==> config.mk <==
export PLATFORM = sky130hd
export DESIGN_NAME = wb_bypass_regfile_flat
export DESIGN_NICKNAME = d
export VERILOG_FILES = /design/src/rtl/wb_bypass_pkg.sv /design/src/rtl/wb_bypass_regfile_if.sv /design/src/rtl/wb_bypass_rdport.sv /design/src/rtl/wb_bypass_regfile.sv /design/src/flat_wrapper.sv
export SDC_FILE = /design/constraint.sdc
export NUM_CORES = 2
export LEC_CHECK = 0
export ABC_AREA = 1
export BUFFER_PORTS_ARGS = -buffer_cell sky130_fd_sc_hd__buf_2
export CAP_MARGIN = 30
export CORE_MARGIN = 2
export CORE_UTILIZATION = 40
export CTS_CLUSTER_SIZE = 8
export DETAILED_ROUTE_END_ITERATION = 10
export PLACE_DENSITY = 0.52
export RECOVER_POWER = 25
export SLEW_MARGIN = 20
export SYNTH_ARGS = -nofsm -noshare
export SYNTH_HDL_FRONTEND = slang
export SYNTH_SLANG_ARGS = --single-unit
==> constraint.sdc <==
create_clock -name clk -period 3.4 [get_ports clk]
set_input_delay 0 -clock clk [delete_from_list [all_inputs] [get_ports clk]]
set_output_delay 0 -clock clk [all_outputs]
set_load 0.01 [all_outputs]
==> src/rtl/wb_bypass_pkg.sv <==
// Shared constants and types for the write-back bypass register file.
// Optional feature macro: WB_BYPASS_PERF_EN (performance counters).
package wb_bypass_pkg;

    localparam int DEF_DW     = 32;
    localparam int DEF_NREGS  = 32;
    localparam int DEF_AW     = 5;
    localparam int DEF_NRD    = 2;
    localparam int DEF_PEND_W = 2;

    // Architectural register that always reads as zero.
    localparam int ZERO_REG = 0;

    // One pending-write counter at the default width.
    typedef logic [DEF_PEND_W-1:0] pend_cnt_t;

endpackage

==> src/rtl/wb_bypass_regfile_if.sv <==
// Bus between the ID/WB pipeline stages and the bypass register file.
// Optional feature macro: WB_BYPASS_PERF_EN adds the perf counter outputs.
interface wb_bypass_regfile_if #(
    parameter int DW  = 32,
    parameter int AW  = 5,
    parameter int NRD = 2
) ();

    logic [NRD*AW-1:0] rd_addr;
    logic [NRD*DW-1:0] rd_data;
    logic [NRD-1:0]    rd_valid;
    logic [NRD-1:0]    rd_en;
    logic              stall;
    logic              wr_en;
    logic [AW-1:0]     wr_addr;
    logic [DW-1:0]     wr_data;
    logic              iss_en;
    logic [AW-1:0]     iss_addr;
    logic              pend_err;
`ifdef WB_BYPASS_PERF_EN
    logic [31:0]       perf_bypass;
    logic [31:0]       perf_stall;

    // Pipeline side: drives addresses, write-back and issue.
    modport master (
        output rd_addr, rd_en, wr_en, wr_addr, wr_data, iss_en, iss_addr,
        input  rd_data, rd_valid, stall, pend_err, perf_bypass, perf_stall
    );

    // Register file side.
    modport slave (
        input  rd_addr, rd_en, wr_en, wr_addr, wr_data, iss_en, iss_addr,
        output rd_data, rd_valid, stall, pend_err, perf_bypass, perf_stall
    );
`else
    // Pipeline side: drives addresses, write-back and issue.
    modport master (
        output rd_addr, rd_en, wr_en, wr_addr, wr_data, iss_en, iss_addr,
        input  rd_data, rd_valid, stall, pend_err
    );

    // Register file side.
    modport slave (
        input  rd_addr, rd_en, wr_en, wr_addr, wr_data, iss_en, iss_addr,
        output rd_data, rd_valid, stall, pend_err
    );
`endif

endinterface

==> src/rtl/wb_bypass_rdport.sv <==
// One read port: write-through bypass mux and scoreboard-based valid flag.
module wb_bypass_rdport
    import wb_bypass_pkg::*;
#(
    parameter int DW     = DEF_DW,
    parameter int AW     = DEF_AW,
    parameter int PEND_W = DEF_PEND_W
) (
    input  logic [AW-1:0]     rdAddr,
    input  logic [DW-1:0]     arrayData,
    input  logic [PEND_W-1:0] pendCnt,
    input  logic              wrEn,
    input  logic [AW-1:0]     wrAddr,
    input  logic [DW-1:0]     wrData,
    output logic [DW-1:0]     rdData,
    output logic              rdValid,
    output logic              bypassHit
);

    logic isZero;

    // Forward the in-flight write-back, and call the data current when no
    // writes are outstanding or the last one is arriving right now.
    always_comb begin
        isZero    = (rdAddr == AW'(ZERO_REG));
        bypassHit = wrEn && (wrAddr == rdAddr) && !isZero;
        rdData    = '0;
        if (!isZero) begin
            rdData = bypassHit ? wrData : arrayData;
        end
        rdValid = isZero
               || (pendCnt == '0)
               || ((pendCnt == PEND_W'(1)) && bypassHit);
    end

endmodule

==> src/rtl/wb_bypass_regfile.sv <==
// Register file with write-through bypass and a pending-write scoreboard
// that tells the ID stage when a source operand is not yet written back.
// Optional feature macro: WB_BYPASS_PERF_EN (bypass/stall cycle counters).
module wb_bypass_regfile
    import wb_bypass_pkg::*;
#(
    parameter int DW     = DEF_DW,
    parameter int NREGS  = DEF_NREGS,
    parameter int AW     = DEF_AW,
    parameter int NRD    = DEF_NRD,
    parameter int PEND_W = DEF_PEND_W
) (
    input logic               clk,
    input logic               reset_n,
    wb_bypass_regfile_if.slave bus
);

    localparam logic [PEND_W-1:0] CNT_MAX = '1;

    logic [DW-1:0]          regArray [NREGS];
    logic [PEND_W-1:0]      pendCnt  [NREGS];
    logic                   pendErr;
    logic [NREGS-1:0]       incVec;
    logic [NREGS-1:0]       decVec;
    logic [NRD-1:0][DW-1:0] rdDataPacked;
    logic [NRD-1:0]         rdValidVec;
    logic [NRD-1:0]         bypassVec;

    // Register writes from the write-back stage; entry 0 is never written.
    always_ff @(posedge clk or negedge reset_n) begin
        if (!reset_n) begin
            for (int r = 0; r < NREGS; r++) begin
                regArray[r] <= '0;
            end
        end else if (bus.wr_en && (bus.wr_addr != AW'(ZERO_REG))) begin
            regArray[bus.wr_addr] <= bus.wr_data;
        end
    end

    // Decode which register is reserved at issue and which is released.
    always_comb begin
        incVec = '0;
        decVec = '0;
        if (bus.iss_en && (bus.iss_addr != AW'(ZERO_REG))) begin
            incVec[bus.iss_addr] = 1'b1;
        end
        if (bus.wr_en && (bus.wr_addr != AW'(ZERO_REG))) begin
            decVec[bus.wr_addr] = 1'b1;
        end
    end

    // Pending-write counters; out-of-range updates hold the count and set
    // the sticky error flag.
    always_ff @(posedge clk or negedge reset_n) begin
        if (!reset_n) begin
            for (int r = 0; r < NREGS; r++) begin
                pendCnt[r] <= '0;
            end
            pendErr <= 1'b0;
        end else begin
            for (int r = 1; r < NREGS; r++) begin
                if (incVec[r] && !decVec[r]) begin
                    if (pendCnt[r] == CNT_MAX) begin
                        pendErr <= 1'b1;
                    end else begin
                        pendCnt[r] <= pendCnt[r] + PEND_W'(1);
                    end
                end else if (decVec[r] && !incVec[r]) begin
                    if (pendCnt[r] == '0) begin
                        pendErr <= 1'b1;
                    end else begin
                        pendCnt[r] <= pendCnt[r] - PEND_W'(1);
                    end
                end
            end
        end
    end

    for (genvar i = 0; i < NRD; i++) begin : gPort
        logic [AW-1:0] portAddr;
        assign portAddr = bus.rd_addr[i*AW +: AW];

        wb_bypass_rdport #(
            .DW     (DW),
            .AW     (AW),
            .PEND_W (PEND_W)
        ) uRdPort (
            .rdAddr    (portAddr),
            .arrayData (regArray[portAddr]),
            .pendCnt   (pendCnt[portAddr]),
            .wrEn      (bus.wr_en),
            .wrAddr    (bus.wr_addr),
            .wrData    (bus.wr_data),
            .rdData    (rdDataPacked[i]),
            .rdValid   (rdValidVec[i]),
            .bypassHit (bypassVec[i])
        );
    end

    assign bus.rd_data  = rdDataPacked;
    assign bus.rd_valid = rdValidVec;
    assign bus.stall    = |(bus.rd_en & ~rdValidVec);
    assign bus.pend_err = pendErr;

`ifdef WB_BYPASS_PERF_EN
    logic [31:0] perfBypass;
    logic [31:0] perfStall;

    // Saturating counts of bypassing cycles and stall cycles.
    always_ff @(posedge clk or negedge reset_n) begin
        if (!reset_n) begin
            perfBypass <= '0;
            perfStall  <= '0;
        end else begin
            if ((|(bus.rd_en & bypassVec)) && (perfBypass != 32'hFFFF_FFFF)) begin
                perfBypass <= perfBypass + 32'd1;
            end
            if (bus.stall && (perfStall != 32'hFFFF_FFFF)) begin
                perfStall <= perfStall + 32'd1;
            end
        end
    end

    assign bus.perf_bypass = perfBypass;
    assign bus.perf_stall  = perfStall;
`else
    logic unusedBypass;
    assign unusedBypass = ^bypassVec;
`endif

endmodule

==> src/flat_wrapper.sv <==
// flat-port wrapper written by rule: the top's interface ports become plain ports
module wb_bypass_regfile_flat import wb_bypass_pkg::*;
#(
    parameter int DW     = DEF_DW,
    parameter int NREGS  = DEF_NREGS,
    parameter int AW     = DEF_AW,
    parameter int NRD    = DEF_NRD,
    parameter int PEND_W = DEF_PEND_W
)
  (clk, reset_n, bus_rd_addr, bus_rd_en, bus_wr_en, bus_wr_addr, bus_wr_data, bus_iss_en, bus_iss_addr, bus_rd_data, bus_rd_valid, bus_stall, bus_pend_err);
  wb_bypass_regfile_if #(.DW(DW), .AW(AW), .NRD(NRD)) bus_i ();
  input logic clk;
  input logic reset_n;
  input wire logic [$bits(bus_i.rd_addr)-1:0] bus_rd_addr;
  input wire logic [$bits(bus_i.rd_en)-1:0] bus_rd_en;
  input wire logic [$bits(bus_i.wr_en)-1:0] bus_wr_en;
  input wire logic [$bits(bus_i.wr_addr)-1:0] bus_wr_addr;
  input wire logic [$bits(bus_i.wr_data)-1:0] bus_wr_data;
  input wire logic [$bits(bus_i.iss_en)-1:0] bus_iss_en;
  input wire logic [$bits(bus_i.iss_addr)-1:0] bus_iss_addr;
  output wire logic [$bits(bus_i.rd_data)-1:0] bus_rd_data;
  output wire logic [$bits(bus_i.rd_valid)-1:0] bus_rd_valid;
  output wire logic [$bits(bus_i.stall)-1:0] bus_stall;
  output wire logic [$bits(bus_i.pend_err)-1:0] bus_pend_err;
  assign bus_i.rd_addr = bus_rd_addr;
  assign bus_i.rd_en = bus_rd_en;
  assign bus_i.wr_en = bus_wr_en;
  assign bus_i.wr_addr = bus_wr_addr;
  assign bus_i.wr_data = bus_wr_data;
  assign bus_i.iss_en = bus_iss_en;
  assign bus_i.iss_addr = bus_iss_addr;
  assign bus_rd_data = bus_i.rd_data;
  assign bus_rd_valid = bus_i.rd_valid;
  assign bus_stall = bus_i.stall;
  assign bus_pend_err = bus_i.pend_err;
  wb_bypass_regfile #(.DW(DW), .NREGS(NREGS), .AW(AW), .NRD(NRD), .PEND_W(PEND_W)) u_core (.clk(clk), .reset_n(reset_n), .bus(bus_i));
endmodule
# After elaboration in Yosys (flattened, before gate mapping)
# Cells that the tools add are included.
dict set report totals {
  ff_bits 1087
  in_bits 58
  out_inout_bits 68
  elab_cells 750
}
dict set report classes {
  add_sub_neg 62
  magnitude_cmp 8
  eq_ne 97
  muxes 273
  bitwise_logic 5
  reduce_logical 241
}
# operator n
set op_table {}
lappend op_table {{1024-bit bitwise mux} 1}
lappend op_table {{32-bit two-way mux} 11}
lappend op_table {{32-bit binary-select mux with 5-bit select} 2}
lappend op_table {{2-bit two-way mux} 128}
lappend op_table {{32-bit demux with 5-bit select} 1}
lappend op_table {{1-bit two-way mux} 126}
lappend op_table {{3-bit AND reduction} 31}
lappend op_table {{1-bit logical AND} 73}
lappend op_table {{2-bit logical NOT} 33}
lappend op_table {{1-bit logical NOT} 64}
lappend op_table {{2-bit by 1-bit adder with 2-bit output (second input constant)} 31}
lappend op_table {{2-bit == test (second input constant)} 31}
lappend op_table {{2-bit by 1-bit != test with 1-bit output (second input constant)} 31}
lappend op_table {{2-bit != test (second input constant)} 31}
lappend op_table {{2-bit nonzero test} 31}
lappend op_table {{2-bit by 1-bit subtractor with 2-bit output (second input constant)} 31}
lappend op_table {{2-bit binary-select mux with 5-bit select} 2}
lappend op_table {{6-bit greater-or-equal comparator (second input constant)} 3}
lappend op_table {{5-bit NOT with 6-bit output} 3}
lappend op_table {{5-bit by 6-bit < comparator with 1-bit output (second input constant)} 2}
lappend op_table {{1-bit demux with 5-bit select} 2}
lappend op_table {{5-bit == test} 2}
lappend op_table {{5-bit by 1-bit greater-or-equal comparator with 1-bit output (second input constant)} 2}
lappend op_table {{5-bit logical NOT} 2}
lappend op_table {{other kinds (7)} 12}

# Longest topological paths before layout
dict set report logic_depth {
  depth_word 99
  mapped_depth 16
  ltp_nobuf 13
}

# Cells and area by module
# A second synthesis with hierarchy kept.
dict set report unflattened {
  hier_cells 9364
  area_unflattened_um2 63249.4
}
# mod n_inst cells_per_inst area_each_um2 seq_area_each_um2
set by_module_without_submodules {}
lappend by_module_without_submodules {wb_bypass_regfile 1 8954 61652.9 27201.1}
lappend by_module_without_submodules {wb_bypass_rdport 2 205 798.3 0.0}

# Worst setup path after synthesis
# OpenSTA, ideal clock, no wires.
dict set report synth_timing {
  path_kind {in2out}
  startpoint {in bus_rd_addr[0]}
  endpoint {out bus_rd_data[13]}
  arrival_time_ns 1.365
  t_required_ns 3.400
  setup_slack_ns 2.035
  cell_stages 12
  n_path_buf 5
  path_cell_list {buf_4 buf_6 buf_6 buf_4 buf_2 a21oi_1 nor2_1 o21ai_0 nand3_1 nand2_1 nor2_1 nor2_1}
}
dict set report synth_between {
  elab_chain_len 6
  word_cells_on_any_way 11
  cone_classes {eq/ne: 1; mux: 5; bitwise: 1; reduce/logical: 4}
}
# item line_no
set synth_rtl {}
lappend synth_rtl {{from (decl)} flat_wrapper.sv:14} ;# input wire logic [$bits(bus_i.rd_addr)-1:0] bus_rd_addr;
lappend synth_rtl {{5-bit NOT with 6-bit output (implied by the code)} wb_bypass_regfile.sv:89} ;# .arrayData (regArray[portAddr]),
lappend synth_rtl {{32-bit binary-select mux with 5-bit select} wb_bypass_regfile.sv:89}
lappend synth_rtl {{32-bit two-way mux (implied by the code) (2 in series)} wb_bypass_regfile.sv:89}
lappend synth_rtl {{32-bit two-way mux} wb_bypass_rdport.sv:29} ;# rdData = bypassHit ? wrData : arrayData;
lappend synth_rtl {{32-bit two-way mux (*)} wb_bypass_rdport.sv:28} ;# if (!isZero) begin
lappend synth_rtl {{to (decl)} flat_wrapper.sv:21} ;# output wire logic [$bits(bus_i.rd_data)-1:0] bus_rd_data;
# Every way passes the cells marked *; elsewhere a longest branch is shown, timed or not. The select of a mux whose other input is x is not followed.

# Final worst setup path
dict set report layout_timing {
  startpoint {in bus_wr_addr[2]}
  endpoint {out bus_rd_data[16]}
}
dict set report layout_between {
  elab_chain_len 5
}
# item line_no
set layout_rtl {}
lappend layout_rtl {{from (decl)} flat_wrapper.sv:17} ;# input wire logic [$bits(bus_i.wr_addr)-1:0] bus_wr_addr;
lappend layout_rtl {{5-bit == test} wb_bypass_rdport.sv:26} ;# bypassHit = wrEn && (wrAddr == rdAddr) && !isZero;
lappend layout_rtl {{1-bit logical AND (2 in series)} wb_bypass_rdport.sv:26}
lappend layout_rtl {{32-bit two-way mux} wb_bypass_rdport.sv:29}
lappend layout_rtl {{32-bit two-way mux} wb_bypass_rdport.sv:28}
# No other way between the ends.

==> results.yml <==
detailed_routing:
  vias: 61100
  wl_met2_mm: 120
  vias_per_cell: 6.05
  dr_wl_met3_mm: 31.4
  drc: 0
  routed_wl_mm: 280
  ant_nets: 0
  drtIter0Drc: 8189
  wl_per_cell_um: 27.7
  wl_met1_mm: 116
  first_pass_iters: 8
  top_layer: "met5"
setup_path:
  regToRegSetupSlack_ns: 1.95
  endpoint_kind: "output pin"
  worstPathArrival_ns: 3.01
  r2r_cells: 7
  worstSetupPathType: "in -> out"
  start_kind: "input port"
  r2r-end: "u_core.bus.pend_err"
  r2r-start: "u_core.pendCnt[44]"
  cp.required_ns: 3.40
  cp_max_fo: 30
power:
  p_leak_nw: 30.7
  ir_drop_mv: 0.553
  power_density_nw_per_um2: 589
cells_and_area:
  nets: 8108
  instances_no_fill: 10100
  final_common_cell: "nand2_1"
  mostFrequentLayoutCells: "nand2_1 (2141), o21ai_0 (1539), dfrtp_1 (1087)"
  drive_above_1_share_pct: 7.13
  fillers: 15000
  syn_to_final_growth_pct: 12.0
yosys:
  syn_nets: 8314
  yosys_warnings: 2
  synthFlopType: "dfrtp_1"
  synth_top_area_cell: "dfrtp_1"
  synth_top_area_share_pct: 45.2
  yosys.cell_types.count: 36
  async_reset_ff_share_pct: 100
  ys_ff_latch: 1087
  synthTopCellsByArea: "dfrtp_1 (45%), nand2_1 (13%), o21ai_0 (13%), a21oi_1 (6.1%), inv_1 (4.1%)"
  synth_seq_area_share_pct: 45.2
  netlist_area_um2: 60200
  syn_inst: 8256
  synth_area_per_cell_um2: 7.29
  synth-edff-count: 0
grt:
  antenna_found_initial: 16
  grt_pass1_vias: 57000
  grtUsageTotal_pct: 36.0
  overflow: 0
  grt_max_degree: 147
  grt_pass1_wl_mm: 404
sta:
  finalCriticalPeriod_ns: 3.01
  slew_violations: 10
  timing.fmax_mhz: 332
  fin_tns_setup_ns: 0
  worst_pin_slew_ns: 3.16
  hold_violations: 0
  slew_headroom_pct: -110
  finalClockSkew_ns: 0.0160
  setup_viol: 0
  rsz0062_at_grt: "no"
  period_share_pct: 88.7
placed_design:
  dp_cells: 9860
  dp_hpwl_mm: 159
  gp_congestion: 0.883
  port_buffers: 125
floorplan:
  dieWidth_um: 392
  die_h_um: 392
  initial_core_util_pct: 40.2
  pin_count: 126
  core-area_um2: 150000
  die-area_um2: 154000
  rows: 142
clocking:
  clock_latency_ns: 0.78
  path_clk_slew_ns: 0.05
  post-cts-setup-buffers: 0
  clock-root-buffer: "clkbuf_16"
  cts_max_level: 4
  clock-sinks: 1087
  tritoncts: "yes"
  ctsLongestPathBuffers: 3
  cts-buffers-inserted: 154
hold_path:
  whs_endpoint: "u_core.pendCnt[17]"
  min_path_cells: 7
  worstHoldPathType: "in -> reg"
  hold_start: "bus_iss_en"
status:
  violations: "max-capacitance violations, max-slew violations"
  status: "finished with violations"
run:
  drv_cap: 1
-- routing by layer --
metal / up-vias / GRT usage (%)
met5: - / 0
met4: 6 / 15.4
met3: 677 / 8.19
met2: 3734 / 53.9
met1: 29600 / 49.8
li1: 27100 / -
-- per-stage QoR --
| stage | area [um2] | power (mW) | utilization, % | worst slack (ns) | hold slack (ns) |
|---|---|---|---|---|---|
| after global placement | 62700 | 25.1 | 41.9 | 0.835 | 0.0898 |
| after global routing | 67400 | 41.6 | 45.1 | 0.229 | 0.0781 |
| final | 67400 | 39.7 | 45.1 | 0.386 | 0.0527 |
| after detailed placement | 62800 | 25.3 | 42.0 | 0.823 | 0.0853 |
| after CTS | 67500 | 39.7 | 45.1 | 0.519 | 0.000178 |
| after floorplan | 60200 | 22.3 | - | 2.04 | -0.296 |
-- registers in the layout, indices dropped and copies added, names as in the netlist --
register,cells
u_core.regArray,1024
u_core.bus.pend_err,1
u_core.pendCnt,62
-- cells by family (layout without fill, tap and decap cells) --
| kind of cell | count (synthesis) | count (layout) | share of synthesized area (%) |
|---|---|---|---|
| flip-flops | 1087 | 1087 | 45.2 |
| buffers and inverters | 1412 | 1225 | 9.51 |
| other | 0 | 7 | 0 |
| XOR/XNOR | 33 | 33 | 0.480 |
| AO/OA/AOI/OAI | 2731 | 2731 | 24.8 |
| AND/OR/NAND/NOR | 2993 | 2993 | 20.0 |
-- layout make-up --
| cell class | instances | area, um2 | area share (%) |
|---|---|---|---|
| well taps | 2016 | 2520 | 3.74 |
| clock buffers | 170 | 4090 | 6.07 |
| clock inverters | 5 | 80.1 | 0.119 |
| inverters | 678 | 2580 | 3.83 |
| repair buffers | 372 | 3380 | 5.02 |
| flip-flops and latches | 1087 | 27200 | 40.3 |
| diodes | 7 | 17.5 | 0.0260 |
| multi-input cells | 5757 | 27500 | 40.8 |
-- worst max path at each step --
stage,slack [ns],depth (start not counted),start,endpoint
3_3_place_gp,0.83,11,bus_rd_addr[8],bus_rd_data[63]
2_1_floorplan,2.04,12,bus_rd_addr[0],bus_rd_data[13]
6_report,0.39,12,bus_wr_addr[2],bus_rd_data[16]
3_5_place_dp,0.82,10,bus_rd_addr[5],bus_rd_data[33]
4_1_cts,0.52,12,bus_wr_addr[2],bus_rd_data[16]
5_1_grt,0.23,3,reset_n,u_core.regArray[487]
-- timing repair --
item	in CTS	in global routing
endpoints found under the hold margin	1249	0
hold buffers	50	0
gates resized for setup	0	0
-- worst max-delay path, stage by stage --
cell,delay [ns]
dlygate4sd3_1,0.59
buf_2,0.21
inv_1,0.12
nand2_1,0.07
nand4_1,0.11
nor3_1,0.28
nand2_4,0.47
nand2_1,0.29
nor2_1,0.06
nor2_1,0.39
buf_4,0.23
buf_2,0.13
-- cell usage after synthesis (9+ instances only) --
library cell,count
o22ai_1,43
nor2_1,342
inv_1,665
o21ai_0,1539
a211oi_1,25
dfrtp_1,1087
nand2_1,2154
o21ai_1,11
nand4_1,78
buf_6,10
buf_2,218
buf_1,62
o2111ai_1,121
or2_2,27
inv_2,9
xor2_1,32
buf_4,20
o211ai_1,202
nand3_1,371
o221ai_1,41
clkbuf_1,423
a21oi_1,737
o211a_1,10
-- power by group --
part           switching, mW  internal [mW]
registers               1.83           15.6
logic                   5.30           2.65
clock network           5.95           8.36
No activity file was read; power rests on OpenSTA's default activity.
